$ cat config.mk
export PLATFORM = sky130hd
export DESIGN_NAME = display_scan_ctrl
export DESIGN_NICKNAME = d
export VERILOG_FILES = /design/src/rtl/display_scan_ctrl.sv
export SDC_FILE = /design/constraint.sdc
export NUM_CORES = 1
export LEC_CHECK = 0
export ABC_AREA = 1
export CAP_MARGIN = 20
export CORE_MARGIN = 1
export CORE_UTILIZATION = 50
export CTS_BUF_LIST = sky130_fd_sc_hd__clkbuf_8 sky130_fd_sc_hd__clkbuf_16
export DETAILED_ROUTE_END_ITERATION = 8
export GPL_TIMING_DRIVEN = 0
export PLACE_DENSITY_LB_ADDON = 0.25
export SLEW_MARGIN = 20
export SYNTH_ARGS = -nofsm -noshare
export SYNTH_HDL_FRONTEND = slang
export SYNTH_SLANG_ARGS = --single-unit
$ cat constraint.sdc
create_clock -name clk_i -period 1.43 [get_ports clk_i]
set_input_delay 0.2145 -clock clk_i [delete_from_list [all_inputs] [get_ports clk_i]]
set_output_delay 0.2145 -clock clk_i [all_outputs]
set_load 0.01 [all_outputs]
$ cat src/rtl/display_scan_ctrl.sv
// display_scan_ctrl
// Time-multiplexes one combinational parity-checking seven-segment decoder
// across DIGITS physical digits. Each digit is visited as
// BLANK -> LATCH -> SHOW x DIV. The decoder result is captured in LATCH and
// held while the digit is lit. Parity failures set a sticky per-digit flag.
module display_scan_ctrl #(
  parameter  int DIGITS = 4,
  parameter  int DIV    = 4,
  localparam int AW     = (DIGITS > 1) ? $clog2(DIGITS) : 1
) (
  input  logic              clk_i,
  input  logic              rst_n_i,
  input  logic              wr_en_i,
  input  logic [AW-1:0]     wr_addr_i,
  input  logic [4:0]        wr_E_i,
  input  logic              wr_P_i,
  input  logic              err_clr_i,
  output logic [4:0]        E_o,
  output logic              P_o,
  input  logic [6:0]        seg_in_i,
  input  logic              valid_in_i,
  output logic [6:0]        seg_out_o,
  output logic [DIGITS-1:0] an_o,
  output logic [DIGITS-1:0] err_o
);

  // Dwell counter width; a DIV of 1 still needs one bit.
  localparam int CW = (DIV > 1) ? $clog2(DIV) : 1;

  typedef enum logic [1:0] {
    ST_BLANK = 2'd0,
    ST_LATCH = 2'd1,
    ST_SHOW  = 2'd2
  } state_e;

  state_e          state_q, state_d;
  logic [AW-1:0]   idx_q, idx_d;
  logic [CW-1:0]   cnt_q, cnt_d;

  // Register file entry layout: {E[4:0], P}.
  logic [5:0]        mem_q [DIGITS];
  logic [4:0]        E_q;
  logic              P_q;
  logic [6:0]        seg_q;
  logic [DIGITS-1:0] err_q, err_d;

  logic              wr_hit;
  logic              last_dwell;
  logic              last_idx;

  assign wr_hit     = wr_en_i && (int'(wr_addr_i) < DIGITS);
  assign last_dwell = (cnt_q == CW'(DIV - 1));
  assign last_idx   = (idx_q == AW'(DIGITS - 1));

  // FSM state register: scan state, digit index and dwell counter.
  always_ff @(posedge clk_i) begin
    if (!rst_n_i) begin
      state_q <= ST_BLANK;
      idx_q   <= '0;
      cnt_q   <= '0;
    end else begin
      state_q <= state_d;
      idx_q   <= idx_d;
      cnt_q   <= cnt_d;
    end
  end

  // FSM next state: one BLANK, one LATCH, then DIV SHOW cycles per digit.
  always_comb begin
    state_d = state_q;
    idx_d   = idx_q;
    cnt_d   = cnt_q;
    unique case (state_q)
      ST_BLANK: state_d = ST_LATCH;
      ST_LATCH: begin
        state_d = ST_SHOW;
        cnt_d   = '0;
      end
      ST_SHOW: begin
        if (last_dwell) begin
          state_d = ST_BLANK;
          cnt_d   = '0;
          idx_d   = last_idx ? '0 : idx_q + AW'(1);
        end else begin
          cnt_d = cnt_q + CW'(1);
        end
      end
      default: begin
        state_d = ST_BLANK;
        idx_d   = '0;
        cnt_d   = '0;
      end
    endcase
  end

  // FSM outputs: the panel is dark except while the current digit is shown.
  always_comb begin
    an_o = '0;
    if (state_q == ST_SHOW) an_o[idx_q] = 1'b1;
  end

  // Sticky error next state: a fresh parity error in LATCH beats a clear.
  always_comb begin
    err_d = err_clr_i ? '0 : err_q;
    if (state_q == ST_LATCH && !valid_in_i) err_d[idx_q] = 1'b1;
  end

  // Datapath: register file, decoder snapshot, captured segments, error flags.
  always_ff @(posedge clk_i) begin
    if (!rst_n_i) begin
      for (int i = 0; i < DIGITS; i++) mem_q[i] <= 6'b000001;
      E_q   <= '0;
      P_q   <= 1'b1;
      seg_q <= '0;
      err_q <= '0;
    end else begin
      if (wr_hit) mem_q[wr_addr_i] <= {wr_E_i, wr_P_i};
      // Snapshot reads the pre-write entry, so a same-cycle write waits a frame.
      if (state_q == ST_BLANK) {E_q, P_q} <= mem_q[idx_q];
      if (state_q == ST_LATCH) seg_q <= valid_in_i ? seg_in_i : 7'b0000000;
      err_q <= err_d;
    end
  end

  assign E_o       = E_q;
  assign P_o       = P_q;
  assign seg_out_o = seg_q;
  assign err_o     = err_q;

endmodule

==> results of run 1 <==
flip-flops by register name, summed over array words and instances (netlist names):
register	count
cnt_q	2
seg_out_o	7
err_o	4
P_o	1
idx_q	2
mem_q	24
state_q	2
E_o	5
layer usage:
| metal | share of wire, % | vias to the layer above | GRT usage [%] |
|---|---|---|---|
| met5 | 0 | - | 0 |
| met4 | 3.5 | 0 | 13.6 |
| met3 | 6.1 | 14 | 6.34 |
| met2 | 47 | 63 | 33.4 |
| met1 | 43 | 727 | 21.1 |
| li1 | - | 868 | - |
worst max-delay path, stage by stage (launching register included):
cell and delay [ns]:
dfxtp_2 0.35, buf_6 0.11, clkinvlp_4 0.10, ha_1 0.21
inv_1 0.05, nor2_1 0.04, buf_2 0.13
cell usage after synthesis:
| cell type | number |
|---|---|
| a21oi_1 | 17 |
| a21oi_2 | 4 |
| buf_2 | 4 |
| buf_4 | 1 |
| buf_6 | 2 |
| clkbuf_8 | 1 |
| dfxtp_1 | 23 |
| edfxtp_1 | 24 |
| ha_1 | 5 |
| inv_1 | 26 |
| inv_2 | 2 |
| nand2_1 | 57 |
| nand2_2 | 3 |
| nand3_1 | 24 |
| nand3_2 | 1 |
| nand4_1 | 1 |
| nor2_1 | 22 |
| nor2_2 | 2 |
| nor2_4 | 1 |
| nor3_1 | 5 |
| o21ai_0 | 8 |
| or2_1 | 1 |
layout make-up:
cell class,instances,share of cell area (%)
tap,50,2.27
clock inverter,2,0.455
timing repair buffer,46,16.2
multi-input combinational,151,28.9
sequential,47,43.1
clock buffer,6,3.00
buffer,7,2.05
inverter,28,4.05
stage by stage:
stage          cells  total power (uW)  cell area (sq um)  hold slack [ns]
6_report         337              2770               2750            0.261
2_1_floorplan    234              1790               2080            0.353
3_5_place_dp     323              1970               2530            0.454
5_1_grt          337              2890               2750            0.266
4_1_cts          338              2770               2720            0.263
3_3_place_gp     323              1960               2530            0.442
kinds of logic after synthesis:
logic type	after synthesis
AND/OR/NAND/NOR	117
flip-flops	47
AO/OA/AOI/OAI	29
buffers and inverters	36
adder cells (fa/ha/maj)	5
power by group through the flow:
stage                     clock network (uW)  logic [uW]  registers [uW]
after floorplan                            0         195            1590
after global placement                     0         377            1580
after detailed placement                   0         384            1590
after CTS                                829         389            1550
after global routing                     902         423            1560
final                                    829         387            1550
what timing repair did:
action                                  4_1_cts  5_1_grt
buffers inserted                              7        0
pin swaps                                     0        1
resized for setup                            33       14
endpoints found under the setup margin       22       32
how the worst min path moves through the flow:
stage	startpoint	endpoint	slack, ns	depth (start not counted)
final	valid_in_i	seg_out_o[4]	0.26	3
after detailed placement	seg_out_o[4]	seg_out_o[4]	0.45	2
after global placement	cnt_q[1]	cnt_q[1]	0.44	2
after CTS	valid_in_i	seg_out_o[4]	0.26	3
after global routing	valid_in_i	seg_out_o[3]	0.27	3
after floorplan	rst_n_i	cnt_q[0]	0.35	2
==> parameters.txt, run 1 <==
Parameter                              Value

Placed design
  Worst slack after detailed placement    -0.715 ns
  Post-DP HPWL    2.92 mm
  Input/output buffers    39
  Routability congestion estimate from global placement    ~0.82

Clock network
  Clock-pin slew reported for the worst setup and hold paths after clock tree synthesis    0.09 ns
  Hold-fix buffer count after cts    0
  Cts bufs inserted    5
  Clock root buffer    clkbuf_8
  Worst-Skew Late Latency    0.30 ns
  Maximum level of the CTS H-tree    2
  TritonCTS clock tree    yes
  Maximum clock path buffer count    2
  Number of clock sinks    47

Timing
  Pin slew with the least headroom to its limit    approximately 0.31 ns
  Headroom to the max-slew limit    79.4%
  Setup tns final    -0.109 ns
  Crit path time final    about 1.5 ns
  Final clock period utilization by the worst path    105%
  Maximum frequency from static timing analysis    0.669 GHz
  Fin. max-slew vios    0
  Setup repair after global routing missed its margin    yes
  Clock tree skew after final layout    around 0.008 ns
  Final hold vios    0
  Least setup slack across all paths after layout    -0.0656 ns
  Setup violations, final    2

Critical path
  Capturing instance or port of the critical path    an_o[0]
  Path type of the worst setup path    reg2out
  Worst setup SP type    flip-flop
  Largest fanout on the critical path    3
  R2R cell count    7
  End of the worst register-to-register path    E_o[4]
  R2R Path Start    idx_q[1]
  Arr. time, crit path    1.28 ns
  Start point of the critical path    idx_q[1]
  Setup crit end kind    output pin
  Reg2Reg Setup Slack    between 0.2 and 0.25 ns
  Worst Path Required    between 1 and 1.5 ns

Synth
  Compound-gate portion of the synthesized area    under 10%
  Area share of the leading cell type in the synthesized netlist    roughly 35%
  Post-Synthesis Net Count    between 200 and 300
  Leading post-synthesis cells by cell area    edfxtp_1 35%, dfxtp_1 22%, nand2_1 10%
  Combinational family with the most area after synthesis    simple AND/OR/NAND/NOR gates
  Number of synthesized register bits    between 40 and 50
  Number of warnings printed during yosys synthesis    0
  Simple-gate share of the synthesized area    24.4%
  Post-synthesis sequential area ratio    a little under three fifths
  Mux cell area share after synthesis    0%
  Mapped Cells    234
  Per-instance average area after synthesis    ~8.9 sq um
  Cell type with the largest total area after synthesis    edfxtp_1
  Area share of fa/ha/maj cells after synthesis    3.01%
  Count of different cell masters after synthesis    22
  Netlist Area Pre-Place    approximately 2100 sq um
  Post-synthesis xor/xnor area fraction    0%

Pwr
  Worst vdd rail ir drop    0.000633 V
  Register share of total power    between 50% and 60%
  Fraction of power spent switching nets    between 20% and 30%
  Power per Cell Area    1010 nW/um^2
  Design internal power    2070 uW
  Standby leakage power    around 0.0012 uW
  Psw    slightly below 700 uW
  Combinational power share    roughly 14%
  Relative contribution of the clock network to total power    between 20% and 30%

Worst hold path
  Class of the worst hold path    in2reg

Global routing
  Initial antenna violation count    0
  Wire length of the first global-routing pass    roughly 6.2 mm
  GRT Residual Overflow    0
  Vias in the first global route    around 1400
  All-layer global routing usage    about a fifth
  Largest net degree at the start of global routing    15

Detailed routing
  Detailed Routing Iterations Pass 1    4
  Final wirelength    between 4 and 5 mm
  Number of antenna-violating nets in the routed design    0
  Wirelength per Cell    roughly 12 um
  Drt initial violations    95
  Vias per std cell    4.96
  Vias    1672
  DRC violation count after routing    0

Cells and area
  Fill cells    approximately 340
  Share of layout cells above drive strength 1    around 17%
  Area delta synth->final    32.4%
  Area of the multi-input gates    approximately 800 sq um
  Sequential cell area    1190 sq um
  Most common cell after layout, fill and taps aside    nand2_1
  Net count of the finished layout    slightly above 300
  Utilization after layout    just under 70%
  Most frequent cells in the layout    52 x nand2_1, 26 x inv_1, 26 x clkdlybuf4s50_1
  Antenna diode count    0

Die
  Starting density of the core    a little over 50%
  Top-Level Pins    about 40
  Area of the core region    ~4000 sq um
  Width of the die    66.5 um
  Die height    66.5 um
  Count of standard-cell rows    23
  Die area    4420 sq um

Outcome
  Status    finished with violations
  Violated checks    negative setup slack

Run
  Maxcap violations    0
Note: power is estimated with default switching activity, not from simulation.
==> inputs of run 2 (changes only) <==
--- a/config.mk
+++ b/config.mk
@@ -11,6 +11,7 @@
 export CORE_UTILIZATION = 50
 export CTS_BUF_LIST = sky130_fd_sc_hd__clkbuf_8 sky130_fd_sc_hd__clkbuf_16
 export DETAILED_ROUTE_END_ITERATION = 8
+export DONT_BUFFER_PORTS = 1
 export GPL_TIMING_DRIVEN = 0
 export PLACE_DENSITY_LB_ADDON = 0.25
 export SLEW_MARGIN = 20
==> parameters.txt, run 2 (same netlist as run 1, synthesis figures left out) <==
Parameter                              Value

Detailed routing
  Detailed Routing Iterations Pass 1    5 (+1)
  Vias    1510 (-9.7%)
  Vias per std cell    5.08 (+2.5%)
  Drt initial violations    88 (-7.4%)
  DRC violation count after routing    0 (unchanged)
  Wirelength per Cell    12.8 um (+4.5%)
  Final wirelength    3.81 mm (-7.9%)
  Number of antenna-violating nets in the routed design    0 (unchanged)

Global routing
  Initial antenna violation count    0 (unchanged)
  All-layer global routing usage    18.0% (-1.8 points)
  Wire length of the first global-routing pass    5.62 mm (-9.4%)
  Largest net degree at the start of global routing    14 (-1)
  Vias in the first global route    1261 (-10%)
  GRT Residual Overflow    0 (unchanged)

Clock network
  Maximum clock path buffer count    2 (unchanged)
  Maximum level of the CTS H-tree    2 (unchanged)
  Number of clock sinks    47 (unchanged)
  Hold-fix buffer count after cts    0 (unchanged)
  TritonCTS clock tree    yes
  Worst-Skew Late Latency    0.30 ns (about the same)
  Cts bufs inserted    5 (unchanged)
  Clock root buffer    clkbuf_8
  Clock-pin slew reported for the worst setup and hold paths after clock tree synthesis    0.08 ns (about the same)

Pwr
  Standby leakage power    0.000943 uW (-24%)
  Power per Cell Area    1120 nW/um^2 (+11%)
  Total power    2570 uW (-7.3%)
  Worst vdd rail ir drop    0.000566 V (-10%)

Timing
  Least setup slack across all paths after layout    0.00414 ns (+0.0697 ns)
  Headroom to the max-slew limit    62.0% (-17 points)
  Setup repair after global routing missed its margin    yes
  Pin slew with the least headroom to its limit    0.567 ns (+0.258 ns)
  Setup violations, final    0 (-2)
  Setup tns final    0 ns (+0.109 ns)
  Clock tree skew after final layout    0.00492 ns (-0.00332 ns)
  Fin. max-slew vios    0 (unchanged)
  Maximum frequency from static timing analysis    0.701 GHz (+4.9%)
  Final hold vios    0 (unchanged)
  Crit path time final    1.43 ns (-0.0697 ns)
  Final clock period utilization by the worst path    99.7% (-4.9 points)

Die
  Starting density of the core    52.0% (unchanged)
  Width of the die    66.5 um (unchanged)
  Die area    4420 sq um (unchanged)
  Area of the core region    4000 sq um (unchanged)
  Count of standard-cell rows    23 (unchanged)
  Top-Level Pins    41 (unchanged)
  Die height    66.5 um (unchanged)

Cells and area
  Most flops, register    mem_q
  Utilization after layout    57.5% (-11 points)
  Layout Cells excl Fill    297 (-12%)
  Most common cell after layout, fill and taps aside    nand2_1
  Net count of the finished layout    271 (-13%)
  Share of layout cells above drive strength 1    16.2% (-1.2 points)
  Max reg flops    24 (unchanged)
  Antenna diode count    0 (unchanged)
  Most frequent cells in the layout    57 x nand2_1, 27 x inv_1, 24 x nand3_1, 24 x edfxtp_1, 21 x dfxtp_1
  Area delta synth->final    10.5%

Outcome
  Status    finished clean

Critical path
  Arr. time, crit path    1.21 ns (-0.07 ns)
  Worst Path Required    1.22 ns (about the same)
  Largest fanout on the critical path    3 (unchanged)
  Path type of the worst setup path    reg2out
  Worst setup SP type    flip-flop
  Setup crit end kind    output pin

Placed design
  Post-DP HPWL    2.68 mm (-8.2%)
  Routability congestion estimate from global placement    0.797 (-2.4%)
  Worst slack after detailed placement    -0.155 ns (+0.560 ns)
  Cells after DPL    284 (-12%)
  Input/output buffers    0 (-100%)

Run
  Maxcap violations    0 (unchanged)

Worst hold path
  Class of the worst hold path    in2reg
[run 2: cell count changes in the layout (fill, tap and decap cells not counted), moves of 2 or more]
cell and delta:
nand2_1 +5, nor2_1 -3, buf_2 -4, clkdlybuf4s50_1 -26
nand2_4 -2, buf_4 -2, dlymetal6s2s_1 -9, nor2_2 +4
nand2_2 -3
[run 2: layer usage]
layer	vias to the layer above	global-route usage, %	share of wire (%)
met3	14	5.14	6.8
met1	652	20.3	44
li1	782	-	-
met2	62	29.5	45
met5	-	0	0
met4	0	12.2	3.6
[run 2: worst paths after layout]
kind | start | end | slack (ns) | cells after the start
hold reg to reg | cnt_q[1] | cnt_q[1] | 0.46 | 2
hold / removal | rst_n_i | cnt_q[0] | 0.06 | 2
setup reg to reg | cnt_q[0] | idx_q[0] | 0.23 | 4
setup / recovery | idx_q[1] | an_o[1] | 0.004 | 5
[run 2: area by class of cell]
class	count	area [sq um]
Buffer	8	67.6
Clock buffer	5	68.8
Clock inverter	3	12.5
Fill cell	356	1700
Inverter	28	111
Multi-Input combinational cell	151	752
Sequential cell	47	1190
Tap cell	50	62.6
Timing Repair Buffer	5	37.5
[run 2: critical path: stages (launching register included)]
cell	delay, ns
dfxtp_2	0.34
buf_6	0.12
clkinvlp_4	0.10
ha_2	0.18
inv_1	0.04
nor2_2	0.12
[run 2: report_power, final]
group          switching (uW)  total, uW  internal [uW]
logic                     163        241           77.5
clock network             423        753            329
registers                62.7       1570           1510
[run 2: repair_timing]
item | in CTS | in global routing
setup buffers | 3 | 2
pin swaps | 2 | 2
gates cloned | 0 | 0
endpoints found under the setup margin | 4 | 10
resized for setup | 8 | 5
[run 2: metrics by stage]
step | cell area [sq um] | hold slack [ns]
after floorplan | 2080 | 0.353
after detailed placement | 2140 | 0.362
final | 2300 | 0.0566
after global placement | 2140 | 0.360
after CTS | 2270 | 0.0484
after global routing | 2300 | 0.0457
==> inputs of run 3 (changes only) <==
--- a/config.mk
+++ b/config.mk
@@ -6,7 +6,6 @@
 export NUM_CORES = 1
 export LEC_CHECK = 0
 export ABC_AREA = 1
-export CAP_MARGIN = 20
 export CORE_MARGIN = 1
 export CORE_UTILIZATION = 50
 export CTS_BUF_LIST = sky130_fd_sc_hd__clkbuf_8 sky130_fd_sc_hd__clkbuf_16
@@ -14,6 +13,7 @@
 export DONT_BUFFER_PORTS = 1
 export GPL_TIMING_DRIVEN = 0
 export PLACE_DENSITY_LB_ADDON = 0.25
+export SKIP_CTS_REPAIR_TIMING = 1
 export SLEW_MARGIN = 20
 export SYNTH_ARGS = -nofsm -noshare
 export SYNTH_HDL_FRONTEND = slang
==> parameters.txt, run 3 (same netlist as run 1, synthesis figures left out) <==
Parameter                              Value

Die
  Width of the die    66.5 um (unchanged)
  Die height    66.5 um (unchanged)
  Starting density of the core    52.0% (unchanged)
  Top-Level Pins    41 (unchanged)
  Count of standard-cell rows    23 (unchanged)
  Area of the core region    4000 sq um (unchanged)
  Die area    4420 sq um (unchanged)

Cells and area
  Most flops, register    mem_q
  Final Instance Area    2310 sq um (+0.54%)
  Share of layout cells above drive strength 1    17.2% (+1.0 points)
  Area of the multi-input gates    742 sq um (-1.3%)
  Net count of the finished layout    274 (+1.1%)
  Utilization after layout    57.8% (+0.31 points)
  Fill cells    359 (+0.84%)
  Sequential cell area    1190 sq um (unchanged)
  Antenna diode count    0 (unchanged)
  Most common cell after layout, fill and taps aside    nand2_1
  Most frequent cells in the layout    57 x nand2_1, 27 x inv_1, 24 x nand3_1, 24 x edfxtp_1, 21 x dfxtp_1
  Area delta synth->final    11.1%
  Max reg flops    24 (unchanged)

Critical path
  Largest fanout on the critical path    5 (+2)
  Worst setup SP type    flip-flop
  Arr. time, crit path    1.22 ns (about the same)
  Kind of cell with the highest combined delay on the critical path    flip-flops
  Critical path buffers and inverters    3 (unchanged)
  Setup crit end kind    output pin
  Path type of the worst setup path    reg2out
  Critical-path cell with the highest stage delay    dfxtp_2
  Worst Path Required    1.22 ns (about the same)
  Delay contributed by the slowest stage of the critical path    0.34 ns (about the same)
  Cells along the critical path    buf_6, clkinvlp_4, ha_2, inv_1, nor2_2

Clock network
  Worst-Skew Late Latency    0.30 ns (about the same)
  Cts bufs inserted    5 (unchanged)
  Clock root buffer    clkbuf_8
  TritonCTS clock tree    yes
  Maximum level of the CTS H-tree    2 (unchanged)
  Maximum clock path buffer count    2 (unchanged)
  Number of clock sinks    47 (unchanged)
  Clock-pin slew reported for the worst setup and hold paths after clock tree synthesis    0.08 ns (about the same)

Placed design
  Area of placed instances    2140 sq um (unchanged)
  Post-DP HPWL    2.68 mm (unchanged)
  Input/output buffers    0 (unchanged)
  Routability congestion estimate from global placement    0.797 (unchanged)

Detailed routing
  Final wirelength    3.78 mm (-0.68%)
  Number of antenna-violating nets in the routed design    0 (unchanged)
  Wirelength per Cell    12.6 um (-1.7%)
  Drt initial violations    80 (-9.1%)
  DRC violation count after routing    0 (unchanged)
  Vias per std cell    4.98 (-2.0%)
  Detailed Routing Iterations Pass 1    4 (-1)
  Vias    1494 (-1.1%)

Global routing
  All-layer global routing usage    17.3% (-0.77 points)
  Wire length of the first global-routing pass    5.43 mm (-3.3%)
  Vias in the first global route    1224 (-2.9%)
  GRT Residual Overflow    0 (unchanged)
  Largest net degree at the start of global routing    14 (unchanged)
  Initial antenna violation count    0 (unchanged)

Timing
  Headroom to the max-slew limit    60.7% (-1.3 points)
  Clock tree skew after final layout    0.00370 ns (-0.00122 ns)
  Final clock period utilization by the worst path    100% (+0.28 points)
  Setup repair after global routing missed its margin    yes
  Maximum frequency from static timing analysis    0.699 GHz (-0.28%)
  Fin. max-slew vios    0 (unchanged)
  Setup violations, final    0 (unchanged)
  Crit path time final    1.43 ns (+0.00398 ns)
  Pin slew with the least headroom to its limit    0.586 ns (+0.0191 ns)
  Final hold vios    0 (unchanged)

Outcome
  Status    finished clean

Run
  Maxcap violations    0 (unchanged)

Pwr
  Power per Cell Area    1110 nW/um^2 (-0.23%)
  Standby leakage power    0.000955 uW (+1.2%)
  Worst vdd rail ir drop    0.000567 V (+0.18%)

Worst hold path
  Class of the worst hold path    in2reg
[run 3: cell types whose count changed in the layout (fill, tap and decap cells not counted), sizes merged]
cell	change
buf	+3
[run 3: layout make-up]
type,instances,share of cell area [%]
flip-flops and latches,47,51.3
multi-input cells,151,32.1
inverters,28,4.82
clock buffers,5,2.98
plain buffers,8,2.92
well taps,50,2.71
repair buffers,8,2.60
clock inverters,3,0.541
[run 3: worst paths after layout]
kind              cells after the start        to      from  slack [ns]
setup / recovery                      5   an_o[0]  idx_q[1]      0.0002
hold / removal                        2  cnt_q[0]   rst_n_i        0.05
setup reg to reg                      5  idx_q[1]  idx_q[1]        0.21
hold reg to reg                       2  cnt_q[1]  cnt_q[1]        0.45
[run 3: layer usage]
layer / share of wire, % / track usage (%) / vias to the layer above
met2: 46 / 28.6 / 53
li1: - / - / 788
met3: 6.5 / 5.31 / 8
met1: 45 / 20.0 / 645
met5: 0 / 0 / -
met4: 2.0 / 9.04 / 0
[run 3: stage by stage]
stage | power [uW] | cells | setup TNS, ns | hold WS, ns | worst slack (ns)
final | 2570 | 300 | 0 | 0.0530 | 0.000156
after global routing | 2660 | 300 | -0.102 | 0.0457 | -0.0535
after CTS | 2570 | 292 | -0.815 | 0.0484 | -0.268
after detailed placement | 1850 | 284 | -0.927 | 0.362 | -0.155
after global placement | 1840 | 284 | -0.708 | 0.360 | -0.118
after floorplan | 1790 | 234 | 0 | 0.353 | 0.122
[run 3: report_power, final]
group / switching, uW / internal (uW) / total (uW)
clock: 430 / 330 / 760
sequential: 62.5 / 1510 / 1570
combinational: 163 / 77.9 / 241
